$ cat config.mk
export PLATFORM = sky130hd
export DESIGN_NAME = dec_sel_sequencer_flat
export DESIGN_NICKNAME = d
export VERILOG_FILES = /design/src/rtl/dec_sel_sequencer_if.sv /design/src/rtl/dec_sel_sequencer.sv /design/src/flat_wrapper.sv
export SDC_FILE = /design/constraint.sdc
export NUM_CORES = 1
export LEC_CHECK = 0
export BUFFER_PORTS_ARGS = -buffer_cell sky130_fd_sc_hd__clkbuf_2
export CAP_MARGIN = 40
export CORE_ASPECT_RATIO = 0.75
export CORE_MARGIN = 2
export CORE_UTILIZATION = 50
export DETAILED_ROUTE_END_ITERATION = 8
export GPL_ROUTABILITY_DRIVEN = 0
export PLACE_DENSITY = 0.82
export SLEW_MARGIN = 20
export SYNTH_ARGS = -nofsm -noshare
export SYNTH_HDL_FRONTEND = slang
export SYNTH_SLANG_ARGS = --single-unit
$ cat constraint.sdc
create_clock -name clk -period 5.5 [get_ports clk]
set_clock_uncertainty 0.05 [all_clocks]
set_input_delay 0.275 -clock clk [delete_from_list [all_inputs] [get_ports clk]]
set_output_delay 0.275 -clock clk [all_outputs]
set_load 0.02 [all_outputs]
$ cat src/rtl/dec_sel_sequencer_if.sv
// Bundle of control, configuration and decoder feedback signals
// between a controller (master) and the select sequencer (slave).
interface dec_sel_sequencer_if #(
  parameter int DW = 4,
  parameter int NW = 4
);
  logic          start;
  logic          stop;
  logic [DW-1:0] dwell;
  logic [NW-1:0] periods;
  logic [1:0]    dec_y;
  logic          sel;
  logic          busy;
  logic          done;
  logic          err;

  modport master (
    output start, stop, dwell, periods, dec_y,
    input  sel, busy, done, err
  );

  modport slave (
    input  start, stop, dwell, periods, dec_y,
    output sel, busy, done, err
  );
endinterface

$ cat src/rtl/dec_sel_sequencer.sv
// Alternating 0/1 select sequencer for a 1-to-2 decoder with
// per-phase dwell, period count, abort and one-hot feedback check.
module dec_sel_sequencer #(
  parameter int DW = 4,
  parameter int NW = 4
) (
  input logic               clk,
  input logic               rst,
  dec_sel_sequencer_if.slave bus
);

  typedef enum logic [1:0] {
    IDLE = 2'd0,
    SEL0 = 2'd1,
    SEL1 = 2'd2,
    DONE = 2'd3
  } state_t;

  state_t        state_q, state_d;
  logic [DW-1:0] cnt_q, cnt_d;
  logic [DW-1:0] dwell_q, dwell_d;
  logic [NW-1:0] per_q, per_d;
  logic          sel_q, sel_d;
  logic          busy_q, busy_d;
  logic          done_q, done_d;
  logic          err_q, err_d;
  logic [1:0]    exp_y;

  // Next-state, counter, latch and error-flag logic.
  always_comb begin
    state_d = state_q;
    cnt_d   = cnt_q;
    dwell_d = dwell_q;
    per_d   = per_q;
    err_d   = err_q;
    exp_y   = sel_q ? 2'b10 : 2'b01;
    unique case (state_q)
      IDLE: begin
        if (bus.start && !bus.stop) begin
          state_d = SEL0;
          dwell_d = bus.dwell;
          per_d   = bus.periods;
          cnt_d   = bus.dwell;
          err_d   = 1'b0;
        end
      end
      SEL0: begin
        if (bus.dec_y != exp_y) err_d = 1'b1;
        if (bus.stop) begin
          state_d = IDLE;
        end else if (cnt_q == '0) begin
          state_d = SEL1;
          cnt_d   = dwell_q;
        end else begin
          cnt_d = cnt_q - DW'(1);
        end
      end
      SEL1: begin
        if (bus.dec_y != exp_y) err_d = 1'b1;
        if (bus.stop) begin
          state_d = IDLE;
        end else if (cnt_q == '0) begin
          if (per_q != '0) begin
            state_d = SEL0;
            per_d   = per_q - NW'(1);
            cnt_d   = dwell_q;
          end else begin
            state_d = DONE;
          end
        end else begin
          cnt_d = cnt_q - DW'(1);
        end
      end
      DONE: begin
        state_d = IDLE;
      end
      default: begin
        state_d = IDLE;
      end
    endcase
  end

  // Registered outputs follow the upcoming state.
  always_comb begin
    sel_d  = (state_d == SEL1);
    busy_d = (state_d == SEL0) || (state_d == SEL1);
    done_d = (state_d == DONE);
  end

  // State and datapath registers with asynchronous reset.
  always_ff @(posedge clk or posedge rst) begin
    if (rst) begin
      state_q <= IDLE;
      cnt_q   <= '0;
      dwell_q <= '0;
      per_q   <= '0;
      sel_q   <= 1'b0;
      busy_q  <= 1'b0;
      done_q  <= 1'b0;
      err_q   <= 1'b0;
    end else begin
      state_q <= state_d;
      cnt_q   <= cnt_d;
      dwell_q <= dwell_d;
      per_q   <= per_d;
      sel_q   <= sel_d;
      busy_q  <= busy_d;
      done_q  <= done_d;
      err_q   <= err_d;
    end
  end

  assign bus.sel  = sel_q;
  assign bus.busy = busy_q;
  assign bus.done = done_q;
  assign bus.err  = err_q;

endmodule

$ cat src/flat_wrapper.sv
// flat-port wrapper written by rule: the top's interface ports become plain ports
module dec_sel_sequencer_flat 
#(
  parameter int DW = 4,
  parameter int NW = 4
)
  (clk, rst, bus_start, bus_stop, bus_dwell, bus_periods, bus_dec_y, bus_sel, bus_busy, bus_done, bus_err);
  dec_sel_sequencer_if #(.DW(DW), .NW(NW)) bus_i ();
  input logic clk;
  input logic rst;
  input wire logic [$bits(bus_i.start)-1:0] bus_start;
  input wire logic [$bits(bus_i.stop)-1:0] bus_stop;
  input wire logic [$bits(bus_i.dwell)-1:0] bus_dwell;
  input wire logic [$bits(bus_i.periods)-1:0] bus_periods;
  input wire logic [$bits(bus_i.dec_y)-1:0] bus_dec_y;
  output wire logic [$bits(bus_i.sel)-1:0] bus_sel;
  output wire logic [$bits(bus_i.busy)-1:0] bus_busy;
  output wire logic [$bits(bus_i.done)-1:0] bus_done;
  output wire logic [$bits(bus_i.err)-1:0] bus_err;
  assign bus_i.start = bus_start;
  assign bus_i.stop = bus_stop;
  assign bus_i.dwell = bus_dwell;
  assign bus_i.periods = bus_periods;
  assign bus_i.dec_y = bus_dec_y;
  assign bus_sel = bus_i.sel;
  assign bus_busy = bus_i.busy;
  assign bus_done = bus_i.done;
  assign bus_err = bus_i.err;
  dec_sel_sequencer #(.DW(DW), .NW(NW)) u_core (.clk(clk), .rst(rst), .bus(bus_i));
endmodule
# Word-level counts from Yosys, hierarchy flattened
# Index checks and enable logic that the tools add are counted.
[totals] output_inout_bits=4 ram_bits=0 ff_bits=18 latchBits=0 mem_bits_ro=0 mem_count=0
[classes] n_mul=0 eq_ne=14 n_shift=0 div=0 reduce_logical=14 n_mux=23 bitwise_logic=0 magnitude_cmp=0 n_addsub=2
[ops] cell="$mux 4" n=10
[ops] cell="$mux 2" n=7
[ops] cell="$pmux 4 s3" n=1
[ops] cell="$reduce_and 5->1" n=2
[ops] cell="$eq 2x2->1 const B" n=4
[ops] cell="$ne 2x1->1 const B" n=4
[ops] cell="$pmux 2 s4" n=1
[ops] cell="$pmux 4 s2" n=1
[ops] cell="$sub 4x1->4 const B" n=2
[ops] cell="$eq 2x1->1 const B" n=2
[ops] cell="$logic_not 4->1" n=1
[ops] cell="$ne 2x2->1 const B" n=2
[ops] cell="$reduce_bool 2->1" n=2
[ops] cell="$reduce_bool 4->1" n=1
[ops] cell="$ne 3x3->1 const B" n=1
[ops] cell="$reduce_and 3->1" n=1
[ops] cell="$reduce_bool 3->1" n=1
[ops] cell="$logic_not 2->1" n=1
[ops] cell="$mux 1" n=2
[ops] cell="$ne 2x2->1" n=1
[ops] cell="$pmux 1 s2" n=1
[ops] cell="$reduce_and 2->1" n=1
[ops] cell="$reduce_or 2->1" n=1
[ops] cell="$logic_and 1x1->1" n=1
[ops] cell="other kinds (2)" n=2

# Longest topological paths before layout
# Gate-level depths: netlist (run 1).
[logic_depth] ltp_word=7 depth_mapped=8 depth_no_buf=8

# Worst setup path before layout (run 1)
# OpenSTA, ideal clock, no wires.
[synth_timing] kind="flip-flop to flip-flop" from="register u_core.cnt_q[0]" to="register u_core.busy_q, in the netlist u_core.bus.busy" path_stages_with_launch=9 setup_time_ns=0.113 arrival_ns=1.798 period_less_slack_ns=1.961 setup_slack_ns=3.539 cell_sequence="dfrtp_1 inv_1 ha_1 nor3b_2 nor2_1 o311ai_0 inv_1 ha_1 inv_1"
[synth_via] elab_chain_cells=6
[synth_rtl] item="start, declared" line="dec_sel_sequencer.sv:20" text="logic [DW-1:0] cnt_q, cnt_d;"
[synth_rtl] item="start signal, assigned" line="dec_sel_sequencer.sv:103" text="cnt_q <= cnt_d;"
[synth_rtl] item="$logic_not 4->1 (*)" line="dec_sel_sequencer.sv:51, dec_sel_sequencer.sv:62"
[synth_rtl] item="$mux 2 (on tied branches)" line="dec_sel_sequencer.sv:62, dec_sel_sequencer.sv:51"
[synth_rtl] item="$mux 2 (on tied branches)" line="dec_sel_sequencer.sv:60, dec_sel_sequencer.sv:49"
[synth_rtl] item="$pmux 2 s4 (*)" line="dec_sel_sequencer.sv:37" text="unique case (state_q)"
[synth_rtl] item="named net u_core.state_d[0]" line="dec_sel_sequencer.sv:19" text="state_t state_q, state_d;"
[synth_rtl] item="$eq 2x1->1 / $eq 2x2->1 (equally long branches)" line="dec_sel_sequencer.sv:86" text="busy_d = (state_d == SEL0) || (state_d == SEL1);"
[synth_rtl] item="$logic_or 1x1->1 (*)" line="dec_sel_sequencer.sv:86"
[synth_rtl] item="named net u_core.busy_d" line="dec_sel_sequencer.sv:24" text="logic busy_q, busy_d;"
[synth_rtl] item="end signal, assigned" line="dec_sel_sequencer.sv:107" text="busy_q <= busy_d;"
[synth_rtl] item="end, declared" line="dec_sel_sequencer.sv:24"
# Mark *: on every way through the listed nets, which the timed path passes. The rest lies on a longest branch.
# A chain may end at the register's enable or synchronous reset.

# Final worst setup path (run 1)
[layout_timing] from="register u_core.state_q[0]" to="register u_core.busy_q, in the netlist u_core.bus.busy"
[layout_via] elab_chain_cells=5
[layout_rtl] item="start, declared" line="dec_sel_sequencer.sv:19"
[layout_rtl] item="start signal, assigned" line="dec_sel_sequencer.sv:102" text="state_q <= state_d;"
[layout_rtl] item="$mux 2 (on tied branches)" line="dec_sel_sequencer.sv:62, dec_sel_sequencer.sv:51"
[layout_rtl] item="$mux 2 (on tied branches)" line="dec_sel_sequencer.sv:60, dec_sel_sequencer.sv:49"
[layout_rtl] item="$pmux 2 s4 (*)" line="dec_sel_sequencer.sv:37"
[layout_rtl] item="$eq 2x1->1 / $eq 2x2->1 (equally long branches)" line="dec_sel_sequencer.sv:86"
[layout_rtl] item="$logic_or 1x1->1 (*)" line="dec_sel_sequencer.sv:86"
[layout_rtl] item="named net u_core.busy_d" line="dec_sel_sequencer.sv:24"
# Marks and branches as above.

==> impl_metrics.env, run 1 <==
export IMPL_drtPass1Iterations=4
export IMPL_yosysMostFrequentCell="dfrtp_1"
export IMPL_fin_nets=158
export IMPL_start_util_pct=54.1
export IMPL_ant_nets=0
export IMPL_holdBufCountCts=0
export IMPL_chipWidth_um=58.6
export IMPL_crit_path_top_delay_cell="ha_1"
export IMPL_core_area_um2=2070
export IMPL_async_reset_ff_share_pct=100
export IMPL_yosys_top_cells_count="18 x dfrtp_1, 13 x inv_1, 9 x ha_1"
export IMPL_syn_nets=137
export IMPL_synthFlopType="dfrtp_1"
export IMPL_slew_violations=0
export IMPL_cp_required_ns=5.70
export IMPL_post_cts_buffers=0
export IMPL_netSwitchingFraction_pct=41.5
export IMPL_ios=18
export IMPL_rows=14
export IMPL_crit_chain="inv_1, ha_1, and4bb_2, a211oi_1, o41ai_1, ha_1, inv_1"
export IMPL_max_cap_viol_count=0
export IMPL_clock_sinks=18
export IMPL_ir_drop_mv=0.257
export IMPL_dieArea_um2=2630
export IMPL_timing_critical_path_buf_inv=2
export IMPL_criticalPathCategory="reg -> reg"
export IMPL_power_density_nw_per_um2=476
export IMPL_hold_violations=4
export IMPL_clockBufferDepth=2
export IMPL_ys_warn_count=0
export IMPL_p_int_mw=0.352
export IMPL_violations="hold timing"
export IMPL_synth_distinct_cells=31
export IMPL_drc=0
export IMPL_finalCritPeriodShare_pct=43.6
export IMPL_max_stage_delay_ns=0.50
export IMPL_syn_to_final_growth_pct=13.1
export IMPL_gr_usage_all_layers_pct=21.5
export IMPL_yosys_top_cells_area="dfrtp_1 40%, ha_1 10%, inv_1 4.4%"
export IMPL_setup_tns_ns=0
export IMPL_grt_pass1_wl_um=4260
export IMPL_period_needed_ns=2.40
export IMPL_setup_viol=0
export IMPL_clk_pin_slew_ns=0.12
export IMPL_drive_gt1_share_pct=22.4
export IMPL_yosysTopAreaCell="dfrtp_1"
export IMPL_final_util_pct=61.1
export IMPL_netlist_area_leader_share_pct=40.3
export IMPL_clock_root_buffer="clkbuf_4"
export IMPL_dp_hpwl_um=1810
export IMPL_ys_ff_latch=18
export IMPL_tightest_slew_ns=0.720
export IMPL_htree_levels=1
export IMPL_cts_made_buffers=3
export IMPL_arrival_ns=2.60
export IMPL_syn_inst=114
export IMPL_min_path_type="in -> async"
export IMPL_max_freq_mhz=417
export IMPL_rsz0062_at_grt="no"
export IMPL_grt_pass1_vias=981
export IMPL_clock_latency_ns=0.31
export IMPL_cts_tree="yes"
export IMPL_antenna_found_initial=0
export IMPL_cp_start_kind="flop"
export IMPL_leakage_nw=0.593
export IMPL_dieHeight_um=44.9
export IMPL_grt_max_degree=19
export IMPL_slew_headroom_pct=52.0
export IMPL_clkPwrFrac_pct=14.4
export IMPL_drt_wl_total_um=2430
export IMPL_n_antenna_cell=0
export IMPL_io_buffer_count=17
export IMPL_via_per_inst=6.08
export IMPL_p_switching_mw=0.249
export IMPL_drtIter0Drc=15
export IMPL_crit_path_end_kind="flop"
export IMPL_dr_total_vias=960
export IMPL_combPwrFrac_pct=46.0
export IMPL_fin_hold_ws_ns=-0.00261
export IMPL_grt_overflow_total=0
export IMPL_post_cts_resized=0
export IMPL_netlist_area_um2=1120
export IMPL_outcome="finished, violations left"
export IMPL_fill_cells=178
export IMPL_yosysSeqAreaShare_pct=40.3
export IMPL_path_delay_family="adder cells"
export IMPL_wl_per_cell_um=15.4
export IMPL_synth_edf_count=0
export IMPL_critPathMaxFanout=15
export IMPL_synth_avg_cell_area_um2=9.80
export IMPL_p_seq_share_pct=39.6
export IMPL_total_power_mw=0.602
==> cell type report <==
class                           count  area (um^2)  area share (%)
Inverter                           13         48.8            3.86
Timing Repair Buffer               17         85.1            6.73
Clock buffer                        4         36.3            2.87
Sequential cell                    18          450            35.6
Tap cell                           24         30.0            2.38
Multi-Input combinational cell     82          613            48.5
==> power groups by stage <==
| stage | Combinational (mW) | Sequential, mW | Clock [mW] |
|---|---|---|---|
| global placement | 0.258 | 0.235 | 0 |
| CTS | 0.276 | 0.237 | 0.0866 |
| detailed placement | 0.272 | 0.239 | 0 |
| global route | 0.311 | 0.247 | 0.0904 |
| floorplan | 0.203 | 0.236 | 0 |
| finish | 0.277 | 0.238 | 0.0865 |
==> per-layer routing <==
layer  share of wire (%)  track usage, %  wire [um]  vias to the layer above
li1                    -               -          -                      456
met1                  45            26.9       1090                      475
met2                  48            35.7       1180                       24
met3                 5.8            7.45        141                        5
met4                0.95            6.82         23                        0
met5                   0               0          0                        -
==> worst paths after layout <==
| path | cells past startpoint | end | from | slack (ns) |
|---|---|---|---|---|
| max | 7 | u_core.bus.busy | u_core.state_q[0] | 3.10 |
| min | 2 | u_core.cnt_q[0] | rst | -0.003 |
| max reg2reg | 7 | u_core.bus.busy | u_core.state_q[0] | 3.10 |
| min reg2reg | 2 | u_core.dwell_q[2] | u_core.dwell_q[2] | 0.46 |
| max in group asynchronous | 2 | u_core.state_q[0] | rst | 4.94 |
| min in group clk | 2 | u_core.dwell_q[3] | bus_dwell[3] | 0.16 |
==> logic make-up (layout without fill, tap and decap cells) <==
logic type               Yosys count  count (layout)  synth area share [%]
buffers and inverters             14              34                  4.82
AND/OR/NAND/NOR                   31              31                  15.6
flip-flops                        18              18                  40.3
adder cells (fa/ha/maj)            9               9                  10.1
AO/OA/AOI/OAI                     36              36                  23.4
multiplexers                       6               6                  5.82
==> worst register-to-register path: cells and delay by family, from the launching register on <==
family / cells / cell delay, ns
adder cells (fa/ha/maj): 2 / 0.80
AND/OR/NAND/NOR: 1 / 0.39
AO/OA/AOI/OAI: 2 / 0.50
flip-flops: 1 / 0.44
buffers and inverters: 2 / 0.17
==> through the flow <==
step	worst slack, ns	std cells	area, um^2
global route	2.92	158	1260
CTS	3.09	158	1260
finish	3.10	158	1260
floorplan	3.54	114	1120
detailed placement	3.12	154	1230
global placement	3.22	154	1230
==> flip-flops by register name, indices dropped and copies added, names as in the netlist <==
name and cells:
u_core.cnt_q 4, u_core.bus.sel 1, u_core.per_q 4, u_core.bus.done 1, u_core.bus.busy 1, u_core.state_q 2
u_core.bus.err 1, u_core.dwell_q 4
==> placed cells by master (no fill, tap or decap), types with 3 or more instances in the layout <==
cell,Yosys,routed
clkbuf_4,0,3
inv_1,13,13
a21oi_1,8,8
mux2_2,4,4
ha_1,9,9
a211oi_1,3,3
dfrtp_1,18,18
nor3_1,3,3
nor2_1,6,6
a21o_1,3,3
nand2_1,6,6
o21ai_0,7,7
nand2b_1,3,3
clkbuf_2,0,17
nand3_1,5,5
(Power assumes the default switching activity.)
==> inputs of run 2 (changes only) <==
- CORE_UTILIZATION: 50 -> 49
- PLACE_DENSITY: 0.82 -> 0.83
- clock period: 5.5 -> 2.05 ns (I/O delays scaled with it)
==> run 2 against run 1 <==
Compared with the run above:
- the run now ends clean
- clock power grew to 2.6 times the previous value
- sequential share of layout area is 3.6 points lower
- cell count is 9.5% higher
- clock-buffer cell count stayed put
- global-route usage is 1.4 points lower
- die area is 1.9% higher
- sequential power grew to 2.6 times the previous value
- first-iteration DRC count is 20% higher
- critical path depth stayed put
- critical path type unchanged
- critical endpoint unchanged
==> impl_metrics.env, run 2 (synthesis results as in run 1) <==
export IMPL_syn_to_final_growth_pct=26.2
export IMPL_min_path_type="in -> reg"
export IMPL_drt_wl_total_um=2400
export IMPL_final_cell_mix="17 x clkbuf_2, 17 x dfrtp_1, 13 x inv_1"
export IMPL_ir_drop_mv=0.798
export IMPL_drtPass1Iterations=4
export IMPL_use_met1_pct=29.8
export IMPL_cp_required_ns=2.21
export IMPL_grt_pass1_vias=837
export IMPL_via_per_inst=5.55
export IMPL_register_area_um2=452
export IMPL_layout_cells_non_filler=173
export IMPL_pre_cts_ws_ns=-0.0702
export IMPL_htree_levels=1
export IMPL_core_area_um2=2080
export IMPL_fill_cells=164
export IMPL_cts_tree="yes"
export IMPL_grt_use_met2_pct=28.9
export IMPL_clk_pin_slew_ns=0.11
export IMPL_use_met3_pct=6.02
export IMPL_setup_ws_ns=0.0882
export IMPL_top_regs="u_core.cnt_q (4), u_core.dwell_q (4), u_core.per_q (4)"
export IMPL_grt_pass1_wl_um=3910
export IMPL_multi_input_area_um2=631
export IMPL_fin_hold_ws_ns=0.0493
export IMPL_grt_overflow_total=0
export IMPL_drtIter0Drc=18
export IMPL_antenna_found_initial=0
export IMPL_placed_cell_area_um2=1290
export IMPL_criticalPathCategory="reg -> reg"
export IMPL_clockBufferDepth=2
export IMPL_slew_headroom_pct=52.1
export IMPL_io_buffer_count=17
export IMPL_ant_nets=0
export IMPL_slew_violations=0
export IMPL_fin_nets=173
export IMPL_wl_per_cell_um=13.9
export IMPL_hold_violations=0
export IMPL_whs_path_depth=3
export IMPL_gr_usage_all_layers_pct=20.2
export IMPL_clock_root_buffer="clkbuf_4"
export IMPL_setup_viol=0
export IMPL_grt_max_degree=19
export IMPL_dieHeight_um=45.4
export IMPL_dieArea_um2=2680
export IMPL_chipWidth_um=59.1
export IMPL_dr_total_vias=960
export IMPL_finalCritPeriodShare_pct=95.7
export IMPL_ios=18
export IMPL_rows=14
export IMPL_arrival_ns=2.12
export IMPL_period_needed_ns=1.96
export IMPL_n_antenna_cell=0
export IMPL_clock_latency_ns=0.30
export IMPL_dp_hpwl_um=1760
export IMPL_start_util_pct=53.6
export IMPL_outcome="finished, final reports clean"
export IMPL_cp_start_kind="flop"
export IMPL_max_freq_mhz=510
export IMPL_power_density_nw_per_um2=1240
export IMPL_setup_tns_ns=0
export IMPL_grt_busiest_layer="met1"
export IMPL_drc=0
export IMPL_cts_made_buffers=3
export IMPL_max_cap_viol_count=0
export IMPL_critPathMaxFanout=5
export IMPL_leakage_nw=0.663
export IMPL_tightest_slew_ns=0.718
export IMPL_clock_sinks=18
export IMPL_drive_gt1_share_pct=28.2
export IMPL_dp_cells=162
export IMPL_crit_path_end_kind="flop"
export IMPL_final_cell_area_um2=1410
export IMPL_r2r_cells=7
-- run 2: worst paths after layout --
| check | to | start | slack [ns] |
|---|---|---|---|
| worst max-delay path | u_core.bus.busy | u_core.cnt_q[1] | 0.09 |
| worst min-delay path | u_core.per_q[3] | bus_periods[3] | 0.05 |
| worst max register to register | u_core.bus.busy | u_core.cnt_q[1] | 0.09 |
| min in group asynchronous | u_core.bus.sel | rst | 0.38 |
| worst min register to register | u_core.dwell_q[2] | u_core.dwell_q[2] | 0.45 |
| max in group asynchronous | u_core.state_q[1] | rst | 1.08 |
-- run 2: routing by layer --
metal | vias up | wire, um
li1 | 486 | -
met1 | 438 | 1200
met2 | 36 | 1050
met3 | 0 | 151
met4 | 0 | 0
met5 | - | 0
-- run 2: worst max-delay path, stage by stage (launching register included) --
cell	delay, ns
dfrtp_1	0.41
inv_1	0.10
ha_4	0.16
or3b_4	0.42
a211oi_2	0.29
o41ai_1	0.13
ha_1	0.28
inv_1	0.04
-- run 2: power breakdown --
group | total (mW) | switching, mW | internal [mW]
combinational | 0.892 | 0.461 | 0.431
sequential | 0.624 | 0.118 | 0.506
clock | 0.227 | 0.119 | 0.108
-- run 2: what timing repair did --
item / CTS / global route
setup endpoints to repair: 1 / 6
setup buffers: 0 / 1
gates resized for setup: 2 / 3
hold buffers: 6 / 0
pin swaps: 0 / 1
hold endpoints to repair: 23 / 0
-- run 2: through the flow --
stage          power, mW  util [%]
4_1_cts             1.70      66.6
5_1_grt             1.88      67.6
3_3_place_gp        1.41      61.8
6_report            1.74      67.6
2_1_floorplan       1.18         -
3_5_place_dp        1.45      61.8
-- run 2: final cells by class --
class / instances / share of cell area, %
clock buffer: 4 / 2.57
timing repair buffer: 32 / 15.1
inverter: 13 / 3.46
tap: 24 / 2.13
sequential: 18 / 32.0
multi-input combinational: 82 / 44.7
==> inputs of run 3 (changes only) <==
- RECOVER_POWER: unset -> 50
==> run 3 against run 2 <==
Compared with the run above:
- core utilization decreased by 0.18 points
- final area fell by 0.27%
- clock-buffer cell count stayed put
- flip-flop and latch count is the same
- hold slack lost 0.0040 ns
- clock power increased by 2%
- fmax down 0.15%
- non-clock buffer count is the same
- sequential power hardly changed
- sequential share of layout area increased by 0.085 points
==> impl_metrics.env, run 3 (synthesis results as in run 1) <==
export IMPL_clockBufferDepth=2
export IMPL_dr_total_vias=970
export IMPL_cts_tree="yes"
export IMPL_min_to="u_core.per_q[3]"
export IMPL_total_power_mw=1.75
export IMPL_fin_hold_ws_ns=0.0453
export IMPL_arrival_ns=2.13
export IMPL_via_per_inst=5.61
export IMPL_timing_critical_path_buf_inv=2
export IMPL_start_util_pct=53.6
export IMPL_core_area_um2=2080
export IMPL_crit_chain="inv_1, ha_4, or3b_4, a211oi_2, o41ai_1, ha_1, inv_1"
export IMPL_leakage_nw=0.653
export IMPL_n_antenna_cell=0
export IMPL_path_common_cell="inv_1"
export IMPL_routed_wl_met2_um=1070
export IMPL_grt_pass1_vias=837
export IMPL_r2r_cells=7
export IMPL_drc=0
export IMPL_dieHeight_um=45.4
export IMPL_ff2ff_setup_slack_ns=0.09
export IMPL_power_density_nw_per_um2=1240
export IMPL_final_util_pct=67.5
export IMPL_wl_per_cell_um=14.1
export IMPL_clock_latency_ns=0.31
export IMPL_dieArea_um2=2680
export IMPL_tightest_slew_ns=0.722
export IMPL_met1Wirelength_um=1220
export IMPL_clk_pin_slew_ns=0.11
export IMPL_clock_root_buffer="clkbuf_4"
export IMPL_criticalPathCategory="reg -> reg"
export IMPL_antenna_found_initial=0
export IMPL_drtIter0Drc=19
export IMPL_slew_violations=0
export IMPL_final_cell_mix="17 x dfrtp_1, 14 x clkbuf_2, 13 x inv_1"
export IMPL_dp_hpwl_um=1760
export IMPL_finalCritPeriodShare_pct=95.8
export IMPL_max_freq_mhz=509
export IMPL_pre_cts_ws_ns=-0.0702
export IMPL_cp_required_ns=2.22
export IMPL_drtPass1Iterations=4
export IMPL_min_path_type="in -> reg"
export IMPL_grt_overflow_total=0
export IMPL_cp_start_kind="flop"
export IMPL_whs_path_depth=3
export IMPL_period_needed_ns=1.96
export IMPL_setup_viol=0
export IMPL_grt_max_degree=19
export IMPL_chipWidth_um=59.1
export IMPL_max_cap_viol_count=0
export IMPL_io_buffer_count=17
export IMPL_mostFrequentLayoutCell="dfrtp_1"
export IMPL_setup_ws_ns=0.0852
export IMPL_path_delay_family="adder cells"
export IMPL_rows=14
export IMPL_drt_wl_total_um=2430
export IMPL_gr_usage_all_layers_pct=20.2
export IMPL_ir_drop_mv=0.801
export IMPL_fill_cells=167
export IMPL_cts_made_buffers=3
export IMPL_ios=18
export IMPL_regToRegEndpoint="u_core.bus.busy"
export IMPL_dr_wl_met3_um=127
export IMPL_timing_rr_start="u_core.cnt_q[0]"
export IMPL_crit_path_end_kind="flop"
export IMPL_setup_tns_ns=0
export IMPL_top_regs="u_core.cnt_q (4), u_core.dwell_q (4), u_core.per_q (4)"
export IMPL_fin_nets=173
export IMPL_clock_sinks=18
export IMPL_crit_path_top_delay_cell="or3b_4"
export IMPL_htree_levels=1
export IMPL_topRoutingLayerUsed="met4"
export IMPL_critPathMaxFanout=5
export IMPL_max_stage_delay_ns=0.42
export IMPL_min_from="bus_periods[3]"
export IMPL_ant_nets=0
export IMPL_grt_pass1_wl_um=3910
export IMPL_hold_violations=0
export IMPL_drive_gt1_share_pct=26.2
export IMPL_slew_headroom_pct=51.8
export IMPL_outcome="finished, final reports clean"
export IMPL_syn_to_final_growth_pct=25.9
==> run 3: cell counts in the layout (fill, tap and decap cells not counted) <==
No cell type changed its count.
==> run 3: per-layer routing <==
layer,vias up,GRT usage [%]
li1,484,-
met1,452,29.8
met2,32,28.9
met3,2,6.02
met4,0,5.00
met5,-,0
==> run 3: worst max path at each step <==
stage / end / depth (start not counted) / from / slack [ns]
2_1_floorplan: u_core.bus.busy / 8 / u_core.cnt_q[0] / 0.09
3_3_place_gp: u_core.bus.busy / 8 / u_core.cnt_q[0] / 0.05
3_5_place_dp: u_core.bus.busy / 8 / u_core.cnt_q[0] / -0.07
4_1_cts: u_core.bus.busy / 7 / u_core.cnt_q[0] / 0.05
5_1_grt: u_core.per_q[3] / 7 / u_core.cnt_q[1] / -0.02
6_report: u_core.bus.busy / 7 / u_core.cnt_q[0] / 0.09
==> run 3: report_power, final <==
group	switching, mW	total, mW	internal (mW)
Clock	0.123	0.231	0.109
Combinational	0.464	0.889	0.426
Sequential	0.118	0.624	0.506
Total	0.705	1.75	1.04
==> run 3: metrics by stage <==
stage	instance area, um^2	std cells
2_1_floorplan	1120	114
3_3_place_gp	1290	162
3_5_place_dp	1290	162
4_1_cts	1390	172
5_1_grt	1410	173
6_report	1410	173
==> run 3: layout make-up <==
cell class,count,area [um^2],share of cell area (%)
clock buffer,4,36.3,2.58
inverter,13,48.8,3.47
multi-input combinational,82,631,44.8
sequential,18,452,32.1
tap,24,30.0,2.14
timing repair buffer,32,209,14.9
==> run 3: worst register-to-register path: cells and delay by family, from the launching register on <==
kind | cells | cell delay, ns
and+or+nand+nor | 1 | 0.42
buffers and inverters | 2 | 0.16
AOI/OAI and AO/OA | 2 | 0.42
adders and majority gates | 2 | 0.44
DFF | 1 | 0.40
==> run 3: repair_timing <==
| action | in CTS | in global routing |
|---|---|---|
| gates resized for setup | 2 | 3 |
| hold buffers | 6 | 0 |
| endpoints found under the hold margin | 23 | 0 |
| buffers inserted | 0 | 1 |
| pin swaps | 0 | 1 |
| endpoints found under the setup margin | 1 | 6 |
